--- src/rtl/hazard_pkg.sv ---
// Shared types and defaults for the pipeline hazard controller.
package hazard_pkg;
  localparam int DEF_REG_ADDR_W = 5;
  localparam int DEF_MD_LATENCY = 32;
  localparam int MD_CNT_W       = 8;

  typedef enum logic {
    RUN     = 1'b0,
    MD_BUSY = 1'b1
  } hz_state_t;
endpackage

--- src/rtl/md_stall_timer.sv ---
// Multiply/divide stall timer: loads on start, counts down while busy,
// and pulses md_done in the last stall cycle of the operation.
module md_stall_timer
  import hazard_pkg::*;
#(
  parameter int MD_LATENCY = DEF_MD_LATENCY
) (
  input  logic clock,
  input  logic reset,
  input  logic start,
  input  logic active,
  output logic md_done
);

  localparam logic [MD_CNT_W-1:0] LOAD_VAL = 8'(MD_LATENCY - 1);

  logic [MD_CNT_W-1:0] md_cnt;

  // The start cycle is stall #1, so the count reaching 1 marks the final stall cycle.
  always_ff @(posedge clock) begin
    if (!reset) begin
      md_cnt <= '0;
    end else if (start) begin
      md_cnt <= LOAD_VAL;
    end else if (active && (md_cnt != '0)) begin
      md_cnt <= md_cnt - 8'd1;
    end
  end

  assign md_done = reset & active & (md_cnt == 8'd1);

endmodule

--- src/rtl/hazard_ctrl.sv ---
// Pipeline hazard controller: load-use bubbles, branch flushes and
// multiply/divide stalls. Define HAZARD_CTRL_MD_EN to build the md stall path.
module hazard_ctrl
  import hazard_pkg::*;
#(
  parameter int MD_LATENCY = DEF_MD_LATENCY,
  parameter int REG_ADDR_W = DEF_REG_ADDR_W
) (
  input  logic                  clock,
  input  logic                  reset,
  input  logic                  dx_is_load,
  input  logic [REG_ADDR_W-1:0] dx_rd,
  input  logic [REG_ADDR_W-1:0] fd_rs,
  input  logic [REG_ADDR_W-1:0] fd_rt,
  input  logic                  fd_uses_rs,
  input  logic                  fd_uses_rt,
  input  logic                  branch_taken,
  input  logic                  md_start,
  output logic                  pc_en,
  output logic                  fd_en,
  output logic                  dx_en,
  output logic                  fd_flush,
  output logic                  dx_flush,
  output logic                  md_busy,
  output logic                  md_done,
  output logic [31:0]           stall_count
);

  function automatic logic [31:0] sat_inc(input logic [31:0] v);
    return (v == 32'hFFFF_FFFF) ? v : v + 32'd1;
  endfunction

  logic load_use;
  logic in_md;
  logic md_req;
  logic md_go;

  assign load_use = dx_is_load && (dx_rd != '0) &&
                    ((fd_uses_rs && (fd_rs == dx_rd)) || (fd_uses_rt && (fd_rt == dx_rd)));

  // Priority: md in progress, then branch, then md start, then load-use.
  always_comb begin
    pc_en    = 1'b1;
    fd_en    = 1'b1;
    dx_en    = 1'b1;
    fd_flush = 1'b0;
    dx_flush = 1'b0;
    md_go    = 1'b0;
    if (reset) begin
      if (in_md) begin
        pc_en = 1'b0;
        fd_en = 1'b0;
        dx_en = 1'b0;
      end else if (branch_taken) begin
        fd_flush = 1'b1;
        dx_flush = 1'b1;
      end else if (md_req) begin
        pc_en = 1'b0;
        fd_en = 1'b0;
        dx_en = 1'b0;
        md_go = 1'b1;
      end else if (load_use) begin
        pc_en    = 1'b0;
        fd_en    = 1'b0;
        dx_flush = 1'b1;
      end
    end
  end

`ifdef HAZARD_CTRL_MD_EN
  hz_state_t state;
  logic      md_done_int;

  assign in_md  = (state == MD_BUSY);
  assign md_req = md_start;

  md_stall_timer #(
    .MD_LATENCY(MD_LATENCY)
  ) u_md_stall_timer (
    .clock  (clock),
    .reset  (reset),
    .start  (md_go),
    .active (in_md),
    .md_done(md_done_int)
  );

  always_ff @(posedge clock) begin
    if (!reset) begin
      state <= RUN;
    end else if (md_go) begin
      state <= MD_BUSY;
    end else if (md_done_int) begin
      state <= RUN;
    end
  end

  assign md_busy = reset & in_md;
  assign md_done = md_done_int;
`else
  logic [1:0] unused_md;

  assign unused_md = {md_start, md_go};
  assign in_md     = 1'b0;
  assign md_req    = 1'b0;
  assign md_busy   = 1'b0;
  assign md_done   = 1'b0;
`endif

  always_ff @(posedge clock) begin
    if (!reset) begin
      stall_count <= '0;
    end else if (!pc_en) begin
      stall_count <= sat_inc(stall_count);
    end
  end

endmodule

--- config.mk ---
export PLATFORM = sky130hd
export DESIGN_NAME = hazard_ctrl
export DESIGN_NICKNAME = d
export VERILOG_FILES = /design/src/rtl/hazard_pkg.sv /design/src/rtl/md_stall_timer.sv /design/src/rtl/hazard_ctrl.sv
export SDC_FILE = /design/constraint.sdc
export NUM_CORES = 1
export LEC_CHECK = 0
export ABC_CLOCK_PERIOD_IN_PS = 6300
export CAP_MARGIN = 20
export CELL_PAD_IN_SITES_DETAIL_PLACEMENT = 2
export CELL_PAD_IN_SITES_GLOBAL_PLACEMENT = 2
export CORE_AREA = 2 2 66 84
export DETAILED_ROUTE_END_ITERATION = 6
export DIE_AREA = 0 0 68 86
export DONT_BUFFER_PORTS = 1
export GPL_TIMING_DRIVEN = 0
export PLACE_DENSITY_LB_ADDON = 0.1
export SKIP_LAST_GASP = 1
export SLEW_MARGIN = 20
export SYNTH_ARGS = -nofsm -noshare
export SYNTH_HDL_FRONTEND = slang
export SYNTH_SLANG_ARGS = --single-unit
--- constraint.sdc ---
create_clock -name clock -period 6.3 [get_ports clock]
set_clock_uncertainty 0.1 [all_clocks]
set_input_delay 1.26 -clock clock [delete_from_list [all_inputs] [get_ports clock]]
set_output_delay 1.26 -clock clock [all_outputs]
set_load 0.02 [all_outputs]
==> Word-level counts from Yosys, hierarchy flattened <==
Cells that the tools add are included.
{ "classes": {"n_eq_ne": 3, "n_reduce_logical": 7, "n_bitwise": 2, "add_sub_neg": 1, "mux": 8} }
{ "ops": {"columns": ["operator", "count"], "rows": [
  ["$add A32 B1 Y32 const B", 1],
  ["$eq A32 B32 Y1 const B", 1],
  ["$eq A5 B5 Y1", 2],
  ["$mux W1", 8],
  ["$reduce_bool A5 Y1", 1],
  ["$logic_and A1 B1 Y1", 4],
  ["$not A1 Y1", 2],
  ["$reduce_and A2 Y1", 1],
  ["$logic_or A1 B1 Y1", 1]
]} }
{ "word_totals": {"word_cells": 22, "register_bits": 32, "out_inout_bits": 39} }

==> Longest topological paths before layout <==
Gate-level depths: netlist of run 1.
{ "depth": {"depth_word": 9, "ltp_mapped": 8} }

==> Worst setup path after synthesis of run 1 <==
No wires, ideal clock.
{ "synth_path": {"kind": "input port to output port", "from": "input dx_rd[1]", "to": "output pc_en", "arrival_time_ns": 2.500, "path_stages": 5, "required_ns": 4.940, "n_path_buf": 1, "setup_slack_ns": 2.440, "cell_sequence": "or4_1 -> o21ai_1 -> nor3b_1 -> nand2_1 -> buf_4"} }
{ "synth_between": {"elab_chain_cells": 7, "word_cells_on_any_way": 11, "classes_between": "eq/ne: 2; mux: 3; reduce/logical: 6"} }
{ "synth_lines": {"columns": ["item", "line_no", "source"], "rows": [
  ["start: declaration", "hazard_ctrl.sv:12", "input logic [REG_ADDR_W-1:0] dx_rd,"],
  ["$eq A5 B5 Y1", "hazard_ctrl.sv:39", "((fd_uses_rs && (fd_rs == dx_rd)) || (fd_uses_rt && (fd_rt == dx_rd)));"],
  ["$logic_and A1 B1 Y1", "hazard_ctrl.sv:39", null],
  ["$logic_or A1 B1 Y1", "hazard_ctrl.sv:39", null],
  ["$logic_and A1 B1 Y1 (*)", "hazard_ctrl.sv:38", "assign load_use = dx_is_load && (dx_rd != '0) &&"],
  ["$mux W1 (*) (3 in series)", null, null],
  ["end: declaration", "hazard_ctrl.sv:19", "output logic pc_en,"]
]} }
Mark *: on every way between the ends. The rest lies on a longest branch, timed or not.

==> Final worst setup path of run 1 <==
Same ends and word-level chain as after synthesis.

==> reports/metrics.json, run 1 <==
{
  "outcome": "finished clean",
  "syn_area_sq_um": 1927,
  "yosysSeqAreaShare_pct": 33.25,
  "count_of_nets_left_with_antenna_violations_after_detail_routing": 0,
  "wl_per_cell_um": 20.36,
  "async_flop_share_pct": 0,
  "synth_cells": 222,
  "largest_register_ff_count": 32,
  "chipWidth_um": 68,
  "floorplan.initialDensity_pct": 38.48,
  "die_footprint_sq_um": 5848,
  "antennaDiodeCount": 0,
  "setup_ws_ns": 2.277,
  "detailedPlacementHpwl_um": 4594,
  "detailroute.via_count": 1757,
  "numCtsBuffers": 5,
  "worst-endpoint-required_ns": 4.94,
  "io-pin-count": 61,
  "cts_resized": 0,
  "clock_latency_ns": 0.28,
  "floorplan.core_area_sq_um": 5007,
  "hp-start": "stall_count[17]$_SDFFE_PN0P_",
  "post-route-cell-area_sq_um": 2098,
  "io_buffer_count": 0,
  "std_cell_rows": 29,
  "post_synth_edffs": 0,
  "nFillCells": 583,
  "cp-startpoint": "dx_rd[1]",
  "cp.arrival_ns": 2.66,
  "synth_top_flop_cell": "dfxtp_1",
  "synth.ff_latch_count": 32,
  "yosys.cell_types.count": 45,
  "dpl-instance-area_sq_um": 2008,
  "register_containing_the_most_flip_flops_in_the_final_layout": "stall_count",
  "endpoint_kind": "output pin",
  "remaining_design_rule_violation_count": 0,
  "worstPathMaxFanout": 7,
  "rel_slew_slack_pct": 54.26,
  "clkTransAtPathRegs_ns": 0.07,
  "timing.max_cap.violations": 0,
  "yosys_warnings": 0,
  "flop_pwr_share_pct": 51.1,
  "reg.largest.list": "stall_count: 32 flops",
  "drt_first_iter_violations": 55,
  "cellPowerDensity_nw_per_um2": 188.6,
  "root_buffer": "clkbuf_8",
  "min_delay_worst_endpoint": "stall_count[17]$_SDFFE_PN0P_",
  "netlist.top_cell.by_area": "dfxtp_1",
  "placement_stage_worst_setup_slack_ns": 2.267,
  "last_weighted_congestion_value_of_the_routability_driven_placer": 0.7586,
  "max_clock_freq_mhz": 248.6,
  "timing.rr.start": "stall_count[3]$_SDFFE_PN0P_",
  "first_pass_iters": 4,
  "timing.critical_path.from_type": "input port",
  "nNetsFinal": 253,
  "h-tree-depth": 2,
  "vias_per_cell": 5.997,
  "grt_first_pass_wirelength_um": 9991,
  "cell_internal_pwr_mw": 0.3022,
  "p_leak_nw": 0.6498,
  "tightest_slew_ns": 0.6801,
  "final_layout_size_suffix_gt1_share_pct": 10.82,
  "first_global_vias": 1955,
  "final_cycle_utilization_of_the_critical_path_pct": 63.85,
  "combPwrFrac_pct": 6.6,
  "synth.top_cell.area_share_pct": 33.25,
  "fin_crit_ns": 4.023,
  "cts_hold_buffers": 0,
  "cts_buffer_depth": 2,
  "track_usage_pct": 22.31,
  "r2r-end": "stall_count[20]$_SDFFE_PN0P_",
  "layout-area-overhead-vs-synth_pct": 8.896,
  "hold_viol": 0,
  "clock_power_share_pct": 42.2,
  "chipHeight_um": 86,
  "cell_depth_of_the_worst_flop_to_flop_path": 6,
  "tritoncts": "built",
  "grt_overflow": 0,
  "largest_net_degree_at_the_start_of_global_routing": 11,
  "post_synth_main_area_contributors": "dfxtp_1 33%, xnor2_1 6.4%, o31ai_1 5.1%",
  "initial_antenna_violation_count": 0,
  "hold_ws_ns": 0.4990,
  "holdPathStages": 2,
  "power_switching_share_pct": 23.65,
  "timing.setup.critical_path_class": "input port to output pin",
  "final-max-slew-violation-count": 0,
  "clkSinkCount": 32,
  "r2r_slack_ns": 3.82,
  "p_switching_mw": 0.09362,
  "timing.hold.worst.class": "register to register",
  "rsz0062_at_grt": "false",
  "setup_viol_count_final": 0,
  "post_cts.repair.setup_buffers": 0,
  "post_synth.cell_area_avg_sq_um": 8.679,
  "setup_tns_ns": 0,
  "drt-total-wl_um": 5966,
  "vdd_ir_drop_max_uv": 95.99,
  "postLayoutCoreUtil_pct": 41.90
}
-- power groups by stage --
stage               combinational, mW  clock, mW  sequential (mW)
global placement               0.0256          0            0.207
detailed placement             0.0268          0            0.207
global route                   0.0291      0.178            0.202
floorplan                      0.0210          0            0.207
CTS                            0.0268      0.168            0.202
finish                         0.0263      0.167            0.202
-- how the worst max path moves through the flow --
stage / end / depth (start not counted)
after floorplan: pc_en / 5
after global placement: pc_en / 5
after detailed placement: pc_en / 5
after CTS: pc_en / 5
after global routing: pc_en / 5
final: pc_en / 5
-- placed cells by master (no fill, tap or decap), types with 2 or more instances in the layout --
cell      instances
nor2_1            2
and3_1            2
clkbuf_8          6
clkbuf_1          6
or3_1             8
nor4_1            4
inv_1             5
nand2b_1          9
buf_2             2
and4_4            2
nor3_1            3
mux2i_1           6
nand4_1           8
and2_1            6
o31a_1            2
conb_1            3
xnor2_1          14
o21ai_0           7
o31ai_1          13
dfxtp_1          32
and4_1            3
buf_4             5
o21a_1            2
a21boi_1          8
o211ai_1          8
nand2_1          25
or4_1             7
a21boi_0          5
nand3_1          11
-- stage by stage --
stage | instances | total power [mW]
after floorplan | 223 | 0.2280
after global placement | 285 | 0.2325
after detailed placement | 285 | 0.2337
after CTS | 293 | 0.3973
after global routing | 293 | 0.4097
final | 293 | 0.3958
-- routing by layer --
layer,share of wire (%),vias up,wire length (um),global-route usage (%)
li1,-,832,-,-
met1,38,880,2282,24.13
met2,56,34,3346,41.13
met3,4.2,11,252,6.299
met4,1.4,0,84,5.818
met5,0,-,0,0
-- cells in the mapped netlist, drive strengths merged, types with 8 or more instances --
cell and n:
xnor2 14, or3 8, o211ai 8, nand3 12, o31ai 13, nand2 27, dfxtp 32, a21boi 13
nand2b 9, o21ai 8, nand4 9
-- critical path, stage by stage --
cell and delay (ns):
or4_1 0.55, o21ai_1 0.17, nor3b_1 0.12, nand2_1 0.34, buf_4 0.22
-- cells by family after synthesis --
group	synth area share [%]
and+or+nand+nor	32.66
AOI/OAI and AO/OA	19.35
DFF	33.25
buffers and inverters	4.221
xor gates and xnor gates	6.364
muxes	3.117
other	0.3898
adders and majority gates	0.6492
-- area by class of cell --
cell class,instances,area (sq um),share of cell area [%]
Tap cell,62,77.57,3.697
Sequential cell,32,640.6,30.53
Multi-Input combinational cell,175,1209,57.60
Clock buffer,8,90.09,4.293
Buffer,11,62.56,2.982
Inverter,5,18.77,0.8945
No activity file was read; power rests on OpenSTA's default activity.
==> run 2: changes to the inputs <==
ABC_CLOCK_PERIOD_IN_PS = 3300   (was 6300)
CORE_AREA = 2 2 73 92   (was 2 2 66 84)
DIE_AREA = 0 0 75 94   (was 0 0 68 86)
clock period = 3.3 ns   (was 6.3 ns; I/O delays follow)
==> reports/metrics.json, run 2 (synthesized netlist as in run 1, its figures left out) <==
{
  "clock_latency": {"value": 0.29, "unit": "ns", "change": "about the same"},
  "final_cycle_utilization_of_the_critical_path_pct": 85.32,
  "reg.largest.list": "stall_count: 32 flops",
  "cts_hold_buffers": {"value": 0, "change": "unchanged"},
  "grt_first_pass_wirelength": {"value": 9873, "unit": "um", "change": "-1.2%"},
  "largest_register_ff_count": {"value": 32, "change": "unchanged"},
  "remaining_design_rule_violation_count": {"value": 0, "change": "unchanged"},
  "timing.critical_path.from_type": "input port",
  "antennaDiodeCount": {"value": 0, "change": "unchanged"},
  "drt-total-wl": {"value": 6003, "unit": "um", "change": "+0.62%"},
  "count_of_nets_left_with_antenna_violations_after_detail_routing": {"value": 0, "change": "unchanged"},
  "nNetsFinal": {"value": 253, "change": "unchanged"},
  "cts_resized": {"value": 0, "change": "unchanged"},
  "tightest_slew": {"value": 0.6805, "unit": "ns", "change": "+0.0003997 ns"},
  "setup_tns": {"value": 0, "unit": "ns", "change": "unchanged"},
  "outcome": "finished clean",
  "timing.max_cap.violations": {"value": 0, "change": "unchanged"},
  "setup_viol_count_final": {"value": 0, "change": "unchanged"},
  "io_buffer_count": {"value": 0, "change": "unchanged"},
  "final_layout_size_suffix_gt1_share": {"value": 11.69, "unit": "%", "change": "+0.87 points"},
  "hold_viol": {"value": 0, "change": "unchanged"},
  "floorplan.initialDensity": {"value": 31.45, "unit": "%", "change": "-7.0 points"},
  "first_pass_iters": {"value": 4, "change": "unchanged"},
  "first_global_vias": {"value": 2005, "change": "+2.6%"},
  "last_weighted_congestion_value_of_the_routability_driven_placer": {"value": 0.7667, "change": "+1.1%"},
  "fin_crit_ns": 2.815,
  "tritoncts": "built",
  "floorplan.core_area": {"value": 6126, "unit": "sq um", "change": "+22%"},
  "worstPathMaxFanout": {"value": 7, "change": "unchanged"},
  "largest_net_degree_at_the_start_of_global_routing": {"value": 12, "change": "+1"},
  "layout-area-overhead-vs-synth_pct": 10.26,
  "root_buffer": "clkbuf_8",
  "io-pin-count": {"value": 61, "change": "unchanged"},
  "timing.hold.worst.class": "register to register",
  "endpoint_kind": "output pin",
  "max_clock_freq_mhz": 355.2,
  "p_leak": {"value": 0.6522, "unit": "nW", "change": "+0.37%"},
  "cts_buffer_depth": {"value": 2, "change": "unchanged"},
  "rsz0062_at_grt": "false",
  "cp.arrival": {"value": 2.06, "unit": "ns", "change": "-0.60 ns"},
  "cellPowerDensity": {"value": 352.8, "unit": "nW/um^2", "change": "+87%"},
  "final_cell_mix": "32 x dfxtp_1, 25 x nand2_1, 14 x xnor2_1, 13 x o31ai_1, 11 x nand3_1",
  "timing.setup.critical_path_class": "input port to output pin",
  "track_usage": {"value": 18.55, "unit": "%", "change": "-3.8 points"},
  "nFillCells": {"value": 707, "change": "+21%"},
  "final-max-slew-violation-count": {"value": 0, "change": "unchanged"},
  "vias_per_cell": {"value": 5.589, "change": "-6.8%"},
  "std_cell_rows": {"value": 32, "change": "+10%"},
  "post_cts.repair.setup_buffers": {"value": 0, "change": "unchanged"},
  "clkSinkCount": {"value": 32, "change": "unchanged"},
  "vdd_ir_drop_max": {"value": 151.8, "unit": "uV", "change": "+58%"},
  "chipHeight": {"value": 94, "unit": "um", "change": "+9.3%"},
  "clkTransAtPathRegs": {"value": 0.07, "unit": "ns", "change": "about the same"},
  "initial_antenna_violation_count": {"value": 0, "change": "unchanged"},
  "register_containing_the_most_flip_flops_in_the_final_layout": "stall_count",
  "grt_overflow": {"value": 0, "change": "unchanged"},
  "chipWidth": {"value": 75, "unit": "um", "change": "+10%"},
  "die_footprint": {"value": 7050, "unit": "sq um", "change": "+21%"},
  "wl_per_cell": {"value": 19.00, "unit": "um", "change": "-6.7%"},
  "detailroute.via_count": {"value": 1766, "change": "+0.51%"},
  "layout.cells.most_common": "dfxtp_1",
  "rel_slew_slack": {"value": 54.23, "unit": "%", "change": "about the same"},
  "drt_first_iter_violations": {"value": 26, "change": "-53%"},
  "numCtsBuffers": {"value": 5, "change": "unchanged"},
  "hold_ws": {"value": 0.4826, "unit": "ns", "change": "-0.01637 ns"},
  "detailedPlacementHpwl": {"value": 4653, "unit": "um", "change": "+1.3%"},
  "worst-endpoint-required": {"value": 2.54, "unit": "ns", "change": "-2.40 ns"},
  "h-tree-depth": {"value": 2, "change": "unchanged"}
}
==> run 2: cell types whose count changed in the layout (fill, tap and decap cells not counted), sizes merged <==
cell / change
clkinv: +3
clkbuf: -3
==> run 2: cell type report <==
cell class,count,area [sq um],share of cell area (%)
multi-input cells,175,1209,56.89
flip-flops and latches,32,640.6,30.15
well taps,85,106.4,5.006
clock buffers,5,68.82,3.239
plain buffers,11,62.56,2.945
clock inverters,3,18.77,0.8834
inverters,5,18.77,0.8834
==> run 2: routing by layer <==
metal	global-route usage (%)	vias to the layer above	wire (um)	share of wire [%]
met2	35.53	34	3343	56
met5	0	-	0	0
met3	6.009	4	315	5.2
met1	18.81	892	2307	38
li1	-	836	-	-
met4	4.018	0	36	0.60
==> run 2: power breakdown <==
part | total (mW) | internal, mW | switching (mW)
Sequential | 0.386 | 0.386 | 0.000215
Clock | 0.313 | 0.147 | 0.166
Combinational | 0.0500 | 0.0206 | 0.0294
==> run 2: through the flow <==
step	area [sq um]	setup WS, ns	utilization (%)	instances	power (mW)
4_1_cts	2125	0.4546	34.68	316	0.7606
6_report	2125	0.4845	34.68	316	0.7495
2_1_floorplan	1931	0.6395	-	223	0.4352
3_5_place_dp	2037	0.4655	33.25	308	0.4464
3_3_place_gp	2037	0.5114	33.25	308	0.4442
5_1_grt	2125	0.3811	34.68	316	0.7815
==> run 2: worst paths after layout <==
check,start,end,slack (ns),cells after the start
setup / recovery,dx_rd[1],pc_en,0.48,5
hold / removal,stall_count[15]$_SDFFE_PN0P_,stall_count[15]$_SDFFE_PN0P_,0.48,2
hold reg to reg,stall_count[15]$_SDFFE_PN0P_,stall_count[15]$_SDFFE_PN0P_,0.48,2
setup reg to reg,stall_count[3]$_SDFFE_PN0P_,stall_count[22]$_SDFFE_PN0P_,0.76,6
==> run 2: critical path, stage by stage <==
cell and delay, ns:
or4_1 0.55, o21ai_1 0.18, nor3b_1 0.12, nand2_1 0.33, buf_4 0.22
